`src/rtl/vector_writeback_if.sv`:
```
// Execution-result handshake into the vector writeback stage.
// master = SIMD execution stage, slave = writeback stage.
interface vector_writeback_if #(
    parameter int BITS_ARRAY = 64,
    parameter int BITS_ADDR  = 3,
    parameter int LANES      = 8
);
    logic                  valid;
    logic                  ready;
    logic [BITS_ADDR-1:0]  dest;
    logic [LANES-1:0]      mask;
    logic [BITS_ARRAY-1:0] result;

    modport master (
        output valid,
        output dest,
        output mask,
        output result,
        input  ready
    );

    modport slave (
        input  valid,
        input  dest,
        input  mask,
        input  result,
        output ready
    );
endinterface

```
`src/rtl/vector_writeback.sv`:
```
// Vector writeback stage: 2-entry result FIFO, load-priority write port,
// 8 x 64-bit register file with lane masks and bypassed read ports.
module vector_writeback #(
    parameter int BITS_ARRAY = 64,
    parameter int BITS_DATA  = 8,
    parameter int REG_COUNT  = 8,
    parameter int BITS_ADDR  = 3,
    parameter int BITS_CNT   = 16
) (
    input  logic                  clk,
    input  logic                  rst,
    vector_writeback_if.slave     ex,
    input  logic                  ld_valid,
    input  logic [BITS_ADDR-1:0]  ld_dest,
    input  logic [BITS_ARRAY-1:0] ld_data,
    input  logic [BITS_ADDR-1:0]  rd_addr_a,
    output logic [BITS_ARRAY-1:0] rd_data_a,
    input  logic [BITS_ADDR-1:0]  rd_addr_b,
    output logic [BITS_ARRAY-1:0] rd_data_b,
    output logic [REG_COUNT-1:0]  busy_mask,
    output logic [BITS_CNT-1:0]   wb_count
);
    localparam int LANES = BITS_ARRAY / BITS_DATA;

    typedef struct packed {
        logic [BITS_ADDR-1:0]  dest;
        logic [LANES-1:0]      mask;
        logic [BITS_ARRAY-1:0] data;
    } entry_t;

    entry_t                fifo [2];
    logic [1:0]            vld;
    logic [1:0]            vld_nxt;
    logic                  wp;
    logic                  rp;
    logic [BITS_ARRAY-1:0] regs [REG_COUNT];

    logic                  push;
    logic                  pop;
    logic                  ld_we;
    entry_t                head;
    logic                  wr_en;
    logic [BITS_ADDR-1:0]  wr_addr;
    logic [LANES-1:0]      wr_lanes;
    logic [BITS_ARRAY-1:0] wr_data;

    // ready depends only on registered occupancy (and reset), never on pop
    assign ex.ready = ~rst & ~(&vld);

    always_comb begin
        push     = ex.valid & ex.ready;
        ld_we    = ~rst & ld_valid;
        pop      = ~rst & ~ld_valid & (|vld);
        head     = fifo[rp];
        wr_en    = ld_we | pop;
        wr_addr  = ld_we ? ld_dest : head.dest;
        wr_lanes = ld_we ? {LANES{1'b1}} : head.mask;
        wr_data  = ld_we ? ld_data : head.data;
        vld_nxt  = vld;
        if (pop)
            vld_nxt = vld_nxt & ~(2'b01 << rp);
        if (push)
            vld_nxt = vld_nxt | (2'b01 << wp);
    end

    always_comb begin
        busy_mask = '0;
        for (int i = 0; i < 2; i++)
            if (vld[i])
                busy_mask[fifo[i].dest] = 1'b1;
    end

    function automatic logic [BITS_ARRAY-1:0] rd_port(
        input logic [BITS_ADDR-1:0] a
    );
        logic [BITS_ARRAY-1:0] d;
        d = regs[a];
        if (wr_en && wr_addr == a)
            for (int l = 0; l < LANES; l++)
                if (wr_lanes[l])
                    d[l*BITS_DATA +: BITS_DATA] =
                        wr_data[l*BITS_DATA +: BITS_DATA];
        return d;
    endfunction

    always_comb begin
        rd_data_a = rd_port(rd_addr_a);
        rd_data_b = rd_port(rd_addr_b);
    end

    always_ff @(posedge clk) begin
        if (rst) begin
            vld      <= '0;
            wp       <= 1'b0;
            rp       <= 1'b0;
            wb_count <= '0;
        end else begin
            vld <= vld_nxt;
            if (push) begin
                fifo[wp] <= '{dest: ex.dest, mask: ex.mask,
                              data: ex.result};
                wp       <= ~wp;
            end
            if (pop) begin
                rp       <= ~rp;
                wb_count <= wb_count + BITS_CNT'(1);
            end
        end
    end

    always_ff @(posedge clk) begin
        if (rst) begin
            for (int r = 0; r < REG_COUNT; r++)
                regs[r] <= '0;
        end else if (wr_en) begin
            for (int l = 0; l < LANES; l++)
                if (wr_lanes[l])
                    regs[wr_addr][l*BITS_DATA +: BITS_DATA] <=
                        wr_data[l*BITS_DATA +: BITS_DATA];
        end
    end
endmodule
```
`src/flat_wrapper.sv`:
```
// flat-port wrapper written by rule: the top's interface ports become plain ports
module vector_writeback_flat 
#(
    parameter int BITS_ARRAY = 64,
    parameter int BITS_DATA  = 8,
    parameter int REG_COUNT  = 8,
    parameter int BITS_ADDR  = 3,
    parameter int BITS_CNT   = 16
)
  (clk, rst, ld_valid, ld_dest, ld_data, rd_addr_a, rd_data_a, rd_addr_b, rd_data_b, busy_mask, wb_count, ex_valid, ex_dest, ex_mask, ex_result, ex_ready);
  vector_writeback_if #(.BITS_ARRAY(BITS_ARRAY), .BITS_ADDR(BITS_ADDR)) ex_i ();
  input  logic clk;
  input  logic rst;
  input  logic ld_valid;
  input  logic [BITS_ADDR-1:0] ld_dest;
  input  logic [BITS_ARRAY-1:0] ld_data;
  input  logic [BITS_ADDR-1:0] rd_addr_a;
  output logic [BITS_ARRAY-1:0] rd_data_a;
  input  logic [BITS_ADDR-1:0] rd_addr_b;
  output logic [BITS_ARRAY-1:0] rd_data_b;
  output logic [REG_COUNT-1:0] busy_mask;
  output logic [BITS_CNT-1:0] wb_count;
  input wire logic [$bits(ex_i.valid)-1:0] ex_valid;
  input wire logic [$bits(ex_i.dest)-1:0] ex_dest;
  input wire logic [$bits(ex_i.mask)-1:0] ex_mask;
  input wire logic [$bits(ex_i.result)-1:0] ex_result;
  output wire logic [$bits(ex_i.ready)-1:0] ex_ready;
  assign ex_i.valid = ex_valid;
  assign ex_i.dest = ex_dest;
  assign ex_i.mask = ex_mask;
  assign ex_i.result = ex_result;
  assign ex_ready = ex_i.ready;
  vector_writeback #(.BITS_ARRAY(BITS_ARRAY), .BITS_DATA(BITS_DATA), .REG_COUNT(REG_COUNT), .BITS_ADDR(BITS_ADDR), .BITS_CNT(BITS_CNT)) u_core (.clk(clk), .rst(rst), .ex(ex_i), .ld_valid(ld_valid), .ld_dest(ld_dest), .ld_data(ld_data), .rd_addr_a(rd_addr_a), .rd_data_a(rd_data_a), .rd_addr_b(rd_addr_b), .rd_data_b(rd_data_b), .busy_mask(busy_mask), .wb_count(wb_count));
endmodule
```
`config.mk`:
```
export PLATFORM = sky130hd
export DESIGN_NAME = vector_writeback_flat
export DESIGN_NICKNAME = d
export VERILOG_FILES = /design/src/rtl/vector_writeback_if.sv /design/src/rtl/vector_writeback.sv /design/src/flat_wrapper.sv
export SDC_FILE = /design/constraint.sdc
export NUM_CORES = 1
export LEC_CHECK = 0
export ABC_CLOCK_PERIOD_IN_PS = 11750
export CAP_MARGIN = 30
export CORE_MARGIN = 1.5
export CORE_UTILIZATION = 60
export DETAILED_ROUTE_END_ITERATION = 12
export PLACE_DENSITY_LB_ADDON = 0.25
export SLEW_MARGIN = 20
export SYNTH_ARGS = -nofsm -noshare
export SYNTH_HDL_FRONTEND = slang
export SYNTH_SLANG_ARGS = --single-unit
```
`constraint.sdc`:
```
create_clock -name clk -period 11.75 [get_ports clk]
set_input_delay 2.35 -clock clk [delete_from_list [all_inputs] [get_ports clk]]
set_output_delay 2.35 -clock clk [all_outputs]
set_load 0.05 [all_outputs]
```
Word-level counts from Yosys, hierarchy flattened
Memories as Yosys holds them, arrays and structs flattened. A register that Yosys moved wholly into a read port is not among the register bits.
Index checks and enable logic that the tools add are counted.
{"block": "op_classes", "n_addsub": 1, "n_lt_le_gt_ge": 4, "eq_ne": 2, "shifts": 2, "muxes": 71, "bitwise_logic": 15, "n_reduce_logical": 7}
{"op": "2-to-1 mux 64 bit", "count": 4}
{"op": "2-to-1 mux 8 bit", "count": 20}
{"op": "OR reduction 64 bit", "count": 1}
{"op": "2-to-1 mux 1 bit", "count": 41}
{"op": "adder 16 x 1 -> 16 bit, second input constant", "count": 1}
{"op": "< comparator 3 x 4 -> 1 bit, second input constant", "count": 2}
{"op": "OR 8 bit", "count": 1}
{"op": "demux 1 bit (select 3 bit)", "count": 2}
{"op": "== test 3 bit", "count": 2}
{"op": ">= comparator 3 x 1 -> 1 bit, second input constant", "count": 2}
{"op": "2-to-1 mux 3 bit", "count": 2}
{"op": "bitwise AND 1 bit", "count": 5}
{"op": "inverter 1 bit", "count": 5}
{"op": "logical AND 1 bit", "count": 4}
{"op": "2-to-1 mux 2 bit", "count": 2}
{"op": "<< shifter 1 x 1 -> 2 bit, first input constant", "count": 2}
{"op": "bitwise AND 2 bit", "count": 1}
{"op": "inverter 2 bit", "count": 1}
{"op": "OR 2 bit", "count": 1}
{"op": "AND reduction 2 bit", "count": 1}
{"op": "OR reduction 2 bit", "count": 1}
{"op": "OR 1 bit", "count": 1}
{"block": "word_totals", "regBits": 20, "ram_bits": 662, "in_bits": 152, "output_inout_bits": 153, "wordCells": 108, "mem_count": 2}
{"name": "u_core.regs", "depth": 8, "width": 64, "read_ports": 2, "rd_ports_with_merged_regs": 0, "write_ports": 8, "line_no": "vector_writeback.sv:36", "rtl": "logic [BITS_ARRAY-1:0] regs [REG_COUNT];"}
{"name": "u_core.fifo", "depth": 2, "width": 75, "read_ports": 3, "rd_ports_with_merged_regs": 1, "write_ports": 1, "line_no": "vector_writeback.sv:31", "rtl": "entry_t fifo [2];"}

Logic depth before layout (Yosys ltp)
{"block": "logic_depth", "word_depth": 9, "ltp_mapped": 8, "ltp_nobuf": 6}

Least setup slack after synthesis
OpenSTA, ideal clock, no wires.
{"block": "synth_timing", "path_type": "in2reg", "start": "input port rst", "end": "memory u_core.fifo[0][0] (netlist bit), enable pin", "setup_time_ps": 511, "arrival_time_ps": 6793, "required_time_ps": 11239, "slack_ps": 4447, "stages": 4, "n_path_buf": 1, "cell_sequence": "clkbuf_1 > a21oi_1 > nand2_1 > nor2_1"}
{"block": "synth_between", "elab_chain_len": 6}
{"element": "start, declared", "line_no": "flat_wrapper.sv:13", "rtl": "input logic rst;"}
{"element": "inverter 1 bit", "line_no": "vector_writeback.sv:48", "rtl": "assign ex.ready = ~rst & ~(&vld);"}
{"element": "bitwise AND 1 bit", "line_no": "vector_writeback.sv:48"}
{"element": "net ex_ready", "line_no": "flat_wrapper.sv:27", "rtl": "output wire logic [$bits(ex_i.ready)-1:0] ex_ready;"}
{"element": "bitwise AND 1 bit", "line_no": "vector_writeback.sv:51", "rtl": "push = ex.valid & ex.ready;"}
{"element": "2-to-1 mux 1 bit", "line_no": "vector_writeback.sv:99", "rtl": "if (push) begin"}
{"element": "2-to-1 mux 1 bit", "line_no": "vector_writeback.sv:92", "rtl": "if (rst) begin"}
{"element": "2-to-1 mux 1 bit (implied by the code)", "line_no": "vector_writeback.sv:100", "rtl": "fifo[wp] <= '{dest: ex.dest, mask: ex.mask,"}
{"element": "end, declared", "line_no": "vector_writeback.sv:31"}
The timed path passes the listed nets, and every way through them passes these cells.

Worst setup path in the final report
{"block": "layout_timing", "start": "input port ld_valid", "end": "output port rd_data_b[22]"}
{"block": "layout_between", "elab_chain_len": 6, "word_cells_on_any_way": 12, "cone_classes": "eq/ne: 1; mux: 5; bitwise: 5; reduce/logical: 1"}
{"element": "start, declared", "line_no": "flat_wrapper.sv:14", "rtl": "input logic ld_valid;"}
{"element": "inverter 1 bit", "line_no": "vector_writeback.sv:53", "rtl": "pop = ~rst & ~ld_valid & (|vld);"}
{"element": "bitwise AND 1 bit (2 in series)", "line_no": "vector_writeback.sv:53"}
{"element": "OR 1 bit", "line_no": "vector_writeback.sv:55", "rtl": "wr_en = ld_we | pop;"}
{"element": "logical AND 1 bit", "line_no": "vector_writeback.sv:78", "rtl": "if (wr_en && wr_addr == a)"}
{"element": "2-to-1 mux 64 bit *", "line_no": "vector_writeback.sv:78"}
{"element": "end, declared", "line_no": "flat_wrapper.sv:20", "rtl": "output logic [BITS_ARRAY-1:0] rd_data_b;"}
Mark *: on every way between the ends. The rest lies on a longest branch, timed or not.

==> impl_metrics.csv <==
group,metric,value,unit
run_status,status,"finished, final reports clean",
worst_setup_path,crit_family,"buffers and inverters",
clocking,clkSinkCount,683,
global_routing,grt_usage,31.3,%
global_routing,grt_max_degree,53,
sta,fin_ws,2.88,ns
floorplanning,dieArea,58300,um^2
floorplanning,die_x,242,um
clocking,cts_hold_buffers,0,
placed_design,place_inst,3326,
clocking,post_cts_buffers,0,
worst_setup_path,cp.depth,8,
synthesis,netlist_area,34100,um^2
finish,drive_gt1_share,16.0,%
sta,tightest_slew,0.995,ns
clocking,cts_made_buffers,71,
worst_setup_path,r2r_cells,6,
clocking,path_clk_slew,0.06,ns
finish,stdcell_area,40300,um^2
sta,rsz0062_at_grt,"no",
pwr,p_per_area,150,nW/um^2
worst_setup_path,worstPathCellList,"clkdlybuf4s50_1 -> nor2b_4 -> buf_16 -> buf_4 -> nor2_1 -> a21oi_1 -> mux2i_1 -> clkdlybuf4s50_1",
drt,wl_per_cell,26.3,um
sta,setup_viol,0,
sta,maxSlewViolCount,0,
worst_hold_path,hold_path_class,"flop to flop",
placed_design,dp_hpwl,60600,um
worst_setup_path,cp.required,9.40,ns
finish,seq_area,20300,um^2
floorplanning,dieHeight,242,um
sta,fmaxAchievable,113,MHz
finish,layout_commonest_cell,"edfxtp_1",
drt,vias,22400,
synthesis,synth-seq-area-share,59.5,%
sta,period_share,75.5,%
pwr,pwr-share-clk,37.3,%
sta,finClkSkew,0.0216,ns
synthesis,syn_inst,2349,
drt,antenna_left,0,
floorplanning,rows,87,
pwr,leakage,15.2,nW
finish,nNetsFinal,2806,
drt,drtPass1Iterations,7,
placed_design,place_area,37900,um^2
clocking,clockBufferDepth,3,
pwr,p_switching,1.59,mW
global_routing,grt_pass1_wl,137000,um
drt,drt-total-wl,91200,um
finish,multiInputGateArea,13400,um^2
worst_setup_path,reg2reg_setup_slack,8.03,ns
synthesis,synthFlopType,"edfxtp_1",
synthesis,syn-num-nets,2502,
pwr,combPwrFrac,16.0,%
pwr,ir_drop,0.118,mV
finish,syn_to_final_growth,18.2,%
synthesis,synth-edff-count,662,
global_routing,grt_antenna_before_repair,6,
sta,hold_viol,0,
placed_design,globalplace.congestion,0.858,
worst_setup_path,crit_path_max_fanout,48,
synthesis,ys_ff_latch,683,
placed_design,numPortBuffers,304,
worst_setup_path,path_buf_inv,4,
sta,fin_crit,8.87,ns
drt,drcViolationCount,0,
worst_setup_path,slowest_stage,"clkdlybuf4s50_1",
pwr,p_int,4.47,mW
synthesis,yosys_warnings,0,
worst_setup_path,cp.arrival,6.52,ns
drt,viasPerCell,6.47,
worst_setup_path,end_kind,"output port",
sta,tns,0,ns
clocking,h-tree-depth,3,
clocking,root_buffer,"clkbuf_16",
worst_setup_path,crit_path_frequent_cell,"clkdlybuf4s50_1",
floorplanning,core_area,56300,um^2
global_routing,grt_overflow,0,
clocking,cts-resized-gates,0,
pwr,p_seq_share,46.7,%
clocking,clk_latency,0.62,ns
worst_setup_path,critPathKind,"input port to output port",
floorplanning,io_pins,305,
finish,finalNonFillerCells,3464,
finish,mostFrequentLayoutCells,"edfxtp_1 (662), nor2_1 (625), mux2i_1 (330), clkdlybuf4s50_1 (300), mux4_2 (256)",
synthesis,synth.distinct_cells,46,
synthesis,syn_area_per_cell,14.5,um^2
drt,drtIter0Drc,2313,
flow_run,maxCapViolations,0,
worst_setup_path,start_kind,"input port",
synthesis,async_flop_share,0,%
global_routing,grt_pass1_vias,23100,
worst_hold_path,min_path_cells,2,
clocking,cts_tree,"built",
sta,relSlewSlack,33.7,%
worst_setup_path,critPathMaxStageDelay,1.02,ns
floorplanning,start_util,60.7,%
placed_design,pre_cts_slack,2.67,ns
finish,nFillCells,3604,
pwr,netSwitchingFraction,26.2,%
## routing by layer
layer	global-route usage, %	part of all wire [%]
met5	0	0.067
met3	6.93	10
met2	51.5	50
met4	13.6	3.8
met1	40.3	36
## layout make-up
type | count | area share, %
antenna | 1 | 0.00620
clock inverter | 29 | 0.794
inverter | 10 | 0.112
sequential | 683 | 50.3
clock buffer | 98 | 4.92
tap | 756 | 2.34
multi-input combinational | 1543 | 33.1
timing repair buffer | 344 | 8.41
## synthesized netlist by cell type, types with 2 or more instances
cell / number / area [um^2]
a2111o_1: 3 / 33.8
a211oi_1: 8 / 60.1
a211oi_4: 2 / 40.0
a21oi_1: 70 / 350
and2_1: 9 / 56.3
and3_1: 2 / 12.5
and3b_1: 2 / 17.5
and4_1: 2 / 17.5
buf_1: 13 / 48.8
buf_2: 25 / 125
buf_6: 2 / 22.5
clkbuf_1: 72 / 270
dfxtp_1: 21 / 420
edfxtp_1: 662 / 19900
inv_1: 10 / 37.5
mux2_2: 3 / 33.8
mux2i_1: 330 / 3300
mux4_2: 256 / 5770
nand2_1: 148 / 556
nand2b_1: 6 / 37.5
nand3_1: 9 / 45.0
nand3_2: 8 / 80.1
nand3_4: 8 / 140
nand3b_1: 2 / 15.0
nand4_1: 3 / 18.8
nor2_1: 626 / 2350
nor3_1: 2 / 10.0
nor3b_1: 2 / 15.0
nor4_1: 2 / 12.5
nor4_4: 2 / 42.5
o21a_1: 2 / 15.0
o22ai_1: 6 / 37.5
o31ai_1: 2 / 15.0
o32ai_1: 2 / 17.5
xnor2_1: 3 / 26.3
xor2_1: 14 / 123
## sequential cells by signal, indices dropped and copies added (netlist names), named ones only
signal and count:
u_core.fifo 150, u_core.wb_count 16, u_core.rp 1, u_core.regs 512, u_core.vld 2, u_core.wp 1
## per-stage QoR
stage	hold slack, ns	utilization (%)	power (mW)
global placement	0.513	67.4	3.80
detailed placement	0.509	67.4	3.83
global route	0.588	71.7	6.21
floorplan	0.492	-	3.49
CTS	0.535	71.5	6.06
finish	0.531	71.7	6.06
## logic make-up after synthesis
logic type / count (synthesis) / synth area share, %
flip-flops: 683 / 59.5
XOR/XNOR: 17 / 0.436
buffers and inverters: 123 / 1.50
multiplexers: 590 / 26.7
AND/OR/NAND/NOR: 837 / 10.1
adder cells (fa/ha/maj): 1 / 0.0366
AO/OA/AOI/OAI: 98 / 1.73
## power by group through the flow
stage               Sequential, mW  Combinational (mW)  Clock (mW)
floorplan                     2.86               0.630           0
global placement              2.86               0.940           0
detailed placement            2.88               0.954           0
CTS                           2.83               0.960        2.27
global route                  2.84                1.01        2.36
finish                        2.83               0.967        2.26
## final timing paths
| kind | startpoint | to |
|---|---|---|
| worst max register to register | flop | u_core.regs[6][49] |
| worst min-delay path | u_core.wb_count[15] | u_core.wb_count[15] |
| worst min register to register | u_core.wb_count[15] | u_core.wb_count[15] |
| worst max-delay path | ld_valid | rd_data_b[22] |
## worst reg2reg max path, stage by stage, from the launching register on
cell and delay, ns:
dfxtp_4 0.87, buf_4 0.78, mux2i_1 0.41, and2_1 0.27
nor2_1 0.35, nand2_1 0.31, nand2_1 0.39
Note: power is estimated with default switching activity, not from simulation.
